==> config.mk <==
export PLATFORM = sky130hd
export DESIGN_NAME = adc_decimator_flat
export DESIGN_NICKNAME = d
export VERILOG_FILES = /design/src/rtl/adc_decimator_if.sv /design/src/rtl/adc_decimator.sv /design/src/flat_wrapper.sv
export SDC_FILE = /design/constraint.sdc
export NUM_CORES = 1
export LEC_CHECK = 0
export ABC_AREA = 1
export BUFFER_PORTS_ARGS = -buffer_cell sky130_fd_sc_hd__clkbuf_2
export CAP_MARGIN = 0
export CORE_MARGIN = 1
export CORE_UTILIZATION = 37
export CTS_BUF_LIST = sky130_fd_sc_hd__clkbuf_2
export CTS_CLUSTER_SIZE = 16
export DETAILED_ROUTE_END_ITERATION = 16
export SLEW_MARGIN = 20
export SYNTH_ARGS = -nofsm -noshare
export SYNTH_HDL_FRONTEND = slang
export SYNTH_SLANG_ARGS = --single-unit
==> constraint.sdc <==
create_clock -name int_osc -period 2 [get_ports int_osc]
set_input_delay 0.2 -clock int_osc [delete_from_list [all_inputs] [get_ports int_osc]]
set_output_delay 0.2 -clock int_osc [all_outputs]
set_load 0.02 [all_outputs]
==> src/rtl/adc_decimator_if.sv <==
// Sample stream into, and window statistics out of, the adc_decimator block.
// master is the ADC plus result consumer side; slave is the decimator itself.
interface adc_decimator_if #(
    parameter int FINE_BITS = 7
);
    logic                 sample_valid;
    logic [FINE_BITS:0]   sample_data;
    logic                 out_valid;
    logic                 out_ready;
    logic [FINE_BITS:0]   out_mean;
    logic [FINE_BITS:0]   out_min;
    logic [FINE_BITS:0]   out_max;
    logic                 overrun;
    logic [7:0]           drop_count;

    modport master (
        output sample_valid, sample_data, out_ready,
        input  out_valid, out_mean, out_min, out_max, overrun, drop_count
    );

    modport slave (
        input  sample_valid, sample_data, out_ready,
        output out_valid, out_mean, out_min, out_max, overrun, drop_count
    );
endinterface

==> src/rtl/adc_decimator.sv <==
// Reduces each window of 2^LOG2_AVG ADC samples to truncated mean, min and max,
// held in a single-entry valid/ready register; windows that find it occupied are dropped.
module adc_decimator #(
    parameter int FINE_BITS = 7,
    parameter int LOG2_AVG  = 4
) (
    input  logic           int_osc,
    input  logic           reset_n,
    input  logic           clear,
    adc_decimator_if.slave bus
);
    localparam int SW = FINE_BITS + 1;
    localparam int AW = SW + LOG2_AVG;

    localparam logic [LOG2_AVG-1:0] CNT_LAST = '1;
    localparam logic [SW-1:0]       MN_INIT  = '1;
    localparam logic [7:0]          DROP_MAX = 8'hFF;

    typedef enum logic {
        S_EMPTY = 1'b0,
        S_FULL  = 1'b1
    } out_state_e;

    // Window accumulation state
    logic [AW-1:0]       acc_q, acc_d;
    logic [LOG2_AVG-1:0] cnt_q, cnt_d;
    logic [SW-1:0]       mn_q, mn_d;
    logic [SW-1:0]       mx_q, mx_d;

    // Output register and statistics
    out_state_e          state_q, state_d;
    logic [SW-1:0]       mean_q, mean_d;
    logic [SW-1:0]       min_q, min_d;
    logic [SW-1:0]       max_q, max_d;
    logic                overrun_q, overrun_d;
    logic [7:0]          drop_q, drop_d;

    logic                accept;
    logic                last;
    logic                offer;
    logic                handshake;
    logic [AW-1:0]       sum_w;
    logic [SW-1:0]       min_w;
    logic [SW-1:0]       max_w;

    assign accept    = bus.sample_valid && !clear;
    assign last      = (cnt_q == CNT_LAST);
    assign offer     = accept && last;
    assign handshake = (state_q == S_FULL) && bus.out_ready;

    // Width is sized so that N full-scale samples fit without wrap.
    assign sum_w = acc_q + AW'(bus.sample_data);
    assign min_w = (bus.sample_data < mn_q) ? bus.sample_data : mn_q;
    assign max_w = (bus.sample_data > mx_q) ? bus.sample_data : mx_q;

    // NOTE: every variable gets a default before any branch, so no path leaves it unassigned and no latch is inferred.
    always_comb begin
        acc_d = acc_q;
        cnt_d = cnt_q;
        mn_d  = mn_q;
        mx_d  = mx_q;
        if (clear) begin
            acc_d = '0;
            cnt_d = '0;
            mn_d  = MN_INIT;
            mx_d  = '0;
        end else if (accept) begin
            cnt_d = cnt_q + LOG2_AVG'(1);
            if (last) begin
                acc_d = '0;
                mn_d  = MN_INIT;
                mx_d  = '0;
            end else begin
                acc_d = sum_w;
                mn_d  = min_w;
                mx_d  = max_w;
            end
        end
    end

    always_comb begin
        state_d   = state_q;
        mean_d    = mean_q;
        min_d     = min_q;
        max_d     = max_q;
        overrun_d = overrun_q;
        drop_d    = drop_q;
        if (clear) begin
            state_d   = S_EMPTY;
            overrun_d = 1'b0;
            drop_d    = '0;
        end else begin
            unique case (state_q)
                S_EMPTY: begin
                    if (offer) begin
                        state_d = S_FULL;
                        mean_d  = sum_w[AW-1:LOG2_AVG];
                        min_d   = min_w;
                        max_d   = max_w;
                    end
                end
                S_FULL: begin
                    if (offer && handshake) begin
                        mean_d = sum_w[AW-1:LOG2_AVG];
                        min_d  = min_w;
                        max_d  = max_w;
                    end else if (offer) begin
                        overrun_d = 1'b1;
                        if (drop_q != DROP_MAX) begin
                            drop_d = drop_q + 8'd1;
                        end
                    end else if (handshake) begin
                        state_d = S_EMPTY;
                    end
                end
                default: state_d = S_EMPTY;
            endcase
        end
    end

    // NOTE: sequential state uses non-blocking assignment so every register samples pre-edge values.
    always_ff @(posedge int_osc or negedge reset_n) begin
        if (!reset_n) begin
            acc_q <= '0;
            cnt_q <= '0;
            mn_q  <= MN_INIT;
            mx_q  <= '0;
        end else begin
            acc_q <= acc_d;
            cnt_q <= cnt_d;
            mn_q  <= mn_d;
            mx_q  <= mx_d;
        end
    end

    always_ff @(posedge int_osc or negedge reset_n) begin
        if (!reset_n) begin
            state_q   <= S_EMPTY;
            mean_q    <= '0;
            min_q     <= '0;
            max_q     <= '0;
            overrun_q <= 1'b0;
            drop_q    <= '0;
        end else begin
            state_q   <= state_d;
            mean_q    <= mean_d;
            min_q     <= min_d;
            max_q     <= max_d;
            overrun_q <= overrun_d;
            drop_q    <= drop_d;
        end
    end

    assign bus.out_valid  = (state_q == S_FULL);
    assign bus.out_mean   = mean_q;
    assign bus.out_min    = min_q;
    assign bus.out_max    = max_q;
    assign bus.overrun    = overrun_q;
    assign bus.drop_count = drop_q;
endmodule

==> src/flat_wrapper.sv <==
// flat-port wrapper written by rule: the top's interface ports become plain ports
module adc_decimator_flat 
#(
    parameter int FINE_BITS = 7,
    parameter int LOG2_AVG  = 4
)
  (int_osc, reset_n, clear, bus_sample_valid, bus_sample_data, bus_out_ready, bus_out_valid, bus_out_mean, bus_out_min, bus_out_max, bus_overrun, bus_drop_count);
  adc_decimator_if #(.FINE_BITS(FINE_BITS)) bus_i ();
  input  logic int_osc;
  input  logic reset_n;
  input  logic clear;
  input wire logic [$bits(bus_i.sample_valid)-1:0] bus_sample_valid;
  input wire logic [$bits(bus_i.sample_data)-1:0] bus_sample_data;
  input wire logic [$bits(bus_i.out_ready)-1:0] bus_out_ready;
  output wire logic [$bits(bus_i.out_valid)-1:0] bus_out_valid;
  output wire logic [$bits(bus_i.out_mean)-1:0] bus_out_mean;
  output wire logic [$bits(bus_i.out_min)-1:0] bus_out_min;
  output wire logic [$bits(bus_i.out_max)-1:0] bus_out_max;
  output wire logic [$bits(bus_i.overrun)-1:0] bus_overrun;
  output wire logic [$bits(bus_i.drop_count)-1:0] bus_drop_count;
  assign bus_i.sample_valid = bus_sample_valid;
  assign bus_i.sample_data = bus_sample_data;
  assign bus_i.out_ready = bus_out_ready;
  assign bus_out_valid = bus_i.out_valid;
  assign bus_out_mean = bus_i.out_mean;
  assign bus_out_min = bus_i.out_min;
  assign bus_out_max = bus_i.out_max;
  assign bus_overrun = bus_i.overrun;
  assign bus_drop_count = bus_i.drop_count;
  adc_decimator #(.FINE_BITS(FINE_BITS), .LOG2_AVG(LOG2_AVG)) u_core (.int_osc(int_osc), .reset_n(reset_n), .clear(clear), .bus(bus_i));
endmodule
==> summary.txt <==
Clocking
  • Setup repair bufs after CTS: 0
  • CTS Buf Count: 9
  • Clk slew on worst S/H paths: 0.19 ns
  • Max Root-Sink Buffers: 2
  • CTS root buffer: clkbuf_2
  • Depth of the CTS H-tree: 3
  • CTS tree: done
  • Worst skew pair latency: about 0.52 ns
  • Clk sink count: 66

Detailed routing
  • DRC: 0
  • Vias: between 3000 and 4000
  • Detail Route Antenna Nets: 0
  • Final Routed Wirelength: 9.26 mm
  • DRT Pass-1 Iters: 4
  • Drt wl/cell: around 13 microns
  • Via density: 4.89
  • Drt first-iter violations: approximately 160

Worst setup path
  • Cell Chain, Critical Path: ha_1 -> fa_1 -> nand3_1 -> nand3_1 -> nand4_1 -> nand3_1 -> nand3_1 -> o21ai_0
  • Slowest cell on crit path: fa_1
  • Critical R2R Capture: u_core.acc_q[8]
  • Slowest stage delay, CP: around 0.45 ns
  • Most Frequent Cell on Critical Path: nand3_1
  • Arrival @ worst endpoint: about 2.2 ns
  • CP Max Fanout: 5
  • Startpoint Class: flip-flop
  • Critical path class: flip-flop to flip-flop
  • Crit end category: flip-flop
  • Reg-to-Reg Start: u_core.acc_q[0]
  • R2r setup slk: ~0.19 ns
  • Cells on worst reg2reg path: 8
  • Worst endpoint required time: 2.39 ns

GRT
  • GR Overflow Total: 0
  • Initial antenna violation count: 0
  • Largest net degree at the start of global routing: 67
  • Vias in the first global route: approximately 3400
  • Global-route wire length before repair: 16.2 mm
  • GR Util All Layers: 0.186

Min path
  • Worst hold start: bus_sample_data[0]
  • Hold Crit Class: primary input to flip-flop
  • Hold Crit Endpoint: u_core.bus.out_min[0]
  • Hold depth: 5

Timing
  • Tcrit/Tclk final: 0.904
  • Worst-Margin Slew: around 0.36 ns
  • Hold Fails Final Rpt: 0
  • TNS Setup: 0 ns
  • Slew margin rel.: 0.759
  • Post-route worst setup slack: ~0.19 ns
  • FMAX: 553 MHz
  • # setup viols final: 0
  • Tmin final: roughly 1.8 ns
  • Slew Viols, Final: 0
  • Worst-case clock skew: around 0.033 ns
  • RSZ-0062 raised after global routing: false

Yosys
  • Top FF cell, synth: dfrtp_1
  • Syn_nets: between 500 and 600
  • Synthesized instance count: 510
  • Synth cell types: 39
  • Synth Area per Inst: ~7.8 sq um
  • Synth Register Bits: 66
  • Synth warn: 0
  • Post-synth ARST share: 1.00
  • Post-synth EDFFs: 0
  • Sequential area share after synthesis: 0.419
  • Netlist Area Pre-Place: slightly below 4000 sq um

Layout
  • Cell area after layout: about 4500 sq um
  • Number of fill cells: about 1100
  • Diodes inserted: 0
  • Count of nets after finishing: about 610
  • Area growth syn-to-layout: 13.8%
  • Layout cells sized above 1: 0.180

Status
  • Status: finished clean

Floorplan
  • Chip width: between 100 and 150 microns
  • Initial Util: 0.382
  • Die ar.: 11100 sq um
  • Cell Rows: 37
  • Chip height: 106 microns
  • Core ar.: approximately 10000 sq um
  • I/O pin total: 47

Pwr
  • Worst VDD drop: around 0.24 mV
  • PwrDens: ~660 nW/um^2
  • Leakage Power: 2.54 nW

Place
  • I/O Buffers: 46
  • RD Place Congestion: 0.843
  • DPL Wire Length: around 6.6 mm
  • Placed Area: ~4400 sq um
  • DP Worst Slack: approximately 0.12 ns

Flow run
  • Max-cap violations: 0
## layout make-up
cell class | count | area [sq um] | area share
Clock buffer | 10 | 50.0 | 0.0111
Tap cell | 136 | 170 | 0.0377
Timing Repair Buffer | 58 | 355 | 0.0788
Clock inverter | 5 | 46.3 | 0.0103
Multi-Input combinational cell | 371 | 1990 | 0.442
Sequential cell | 66 | 1660 | 0.368
Inverter | 62 | 233 | 0.0516
## where the power goes
group	leakage, nW	switching [mW]	internal [mW]
combinational	1.60	0.455	0.244
sequential	0.872	0.0594	1.43
clock	0.0643	0.505	0.274
total	2.54	1.02	1.94
## metrics by stage
step	util	cells	hold WS [ns]	total power [mW]
4_1_cts	0.435	708	0.0477	3.00
3_3_place_gp	0.422	689	0.254	2.19
3_5_place_dp	0.422	689	0.258	2.21
5_1_grt	0.435	708	0.0735	3.17
2_1_floorplan	-	510	-0.0956	2.00
6_report	0.435	708	0.0848	2.97
## repair_timing
item | 4_1_cts | 5_1_grt
resized for setup | 0 | 1
setup endpoints to repair | 0 | 16
hold buffers | 4 | 0
endpoints found under the hold margin | 71 | 0
## kinds of logic (layout without fill, tap and decap cells)
family,count (synthesis),in the layout,synth area share
adder cells (fa/ha/maj),26,26,0.0839
buffers and inverters,73,135,0.0783
XOR/XNOR,8,8,0.0177
AO/OA/AOI/OAI,41,41,0.0647
AND/OR/NAND/NOR,296,296,0.336
flip-flops,66,66,0.419
## cells in the mapped netlist, types with 3 or more instances
master   instances  area, sq um
buf_2            5         25.0
inv_2            7         26.3
inv_1           55          206
o21ai_0         10         50.1
buf_4            4         30.0
nor3_1           3         15.0
or2_2            3         18.8
nand4_1          7         43.8
nand3_1         65          325
nand2_1        193          724
dfrtp_1         58         1450
o21ai_1          7         35.0
dfstp_2          8          210
xor2_1           3         26.3
xnor2_1          5         43.8
a21oi_1         12         60.1
nand2_2          4         25.0
ha_1            25          313
nor2_1           9         33.8
## routing by layer
layer | vias to the layer above | wire length (microns) | GRT usage
li1 | 1760 | - | -
met1 | 1628 | 4610 | 0.257
met2 | 61 | 4210 | 0.291
met3 | 10 | 319 | 0.0328
met4 | 0 | 130 | 0.0655
met5 | - | 0 | 0
## worst max-delay path: cells and delay by family (launching register included)
| kind | cells | cell delay, ns |
|---|---|---|
| adders and majority gates | 2 | 0.67 |
| AOI/OAI and AO/OA | 1 | 0.08 |
| and+or+nand+nor | 5 | 0.54 |
| DFF | 1 | 0.42 |
## worst max-delay path by stage
stage / end / cells after the start / slack (ns) / start
after floorplan: u_core.bus.out_min[7] / 12 / 0.34 / u_core.mn_q[7]
after global placement: u_core.bus.out_min[0] / 11 / 0.18 / u_core.mn_q[7]
after detailed placement: u_core.bus.out_min[7] / 11 / 0.12 / u_core.mn_q[7]
after CTS: u_core.bus.out_min[7] / 11 / 0.08 / u_core.mn_q[7]
after global routing: u_core.bus.out_max[6] / 9 / 0.06 / u_core.mx_q[7]
final: u_core.acc_q[8] / 8 / 0.19 / u_core.acc_q[0]
## state kept, by name, indices dropped and copies added, names as in the netlist, 4 cells and up
| register | flops |
|---|---|
| u_core.acc_q | 12 |
| u_core.bus.drop_count | 8 |
| u_core.bus.out_max | 8 |
| u_core.bus.out_mean | 8 |
| u_core.bus.out_min | 8 |
| u_core.cnt_q | 4 |
| u_core.mn_q | 8 |
| u_core.mx_q | 8 |
## placed cells by master, fill, tap and decap left out, types with 3 or more instances in the layout
| cell | n |
|---|---|
| nand2_1 | 193 |
| nand3_1 | 65 |
| dfrtp_1 | 58 |
| inv_1 | 55 |
| clkbuf_2 | 55 |
| ha_1 | 25 |
| a21oi_1 | 12 |
| o21ai_0 | 10 |
| nor2_1 | 9 |
| dfstp_2 | 8 |
| inv_2 | 7 |
| o21ai_1 | 7 |
| nand4_1 | 7 |
| buf_4 | 6 |
| xnor2_1 | 5 |
| nand2_2 | 4 |
| dlygate4sd3_1 | 4 |
| or2_2 | 3 |
| nor3_1 | 3 |
| xor2_1 | 3 |
| clkinv_1 | 3 |
Power figures use the tool's default switching activity.
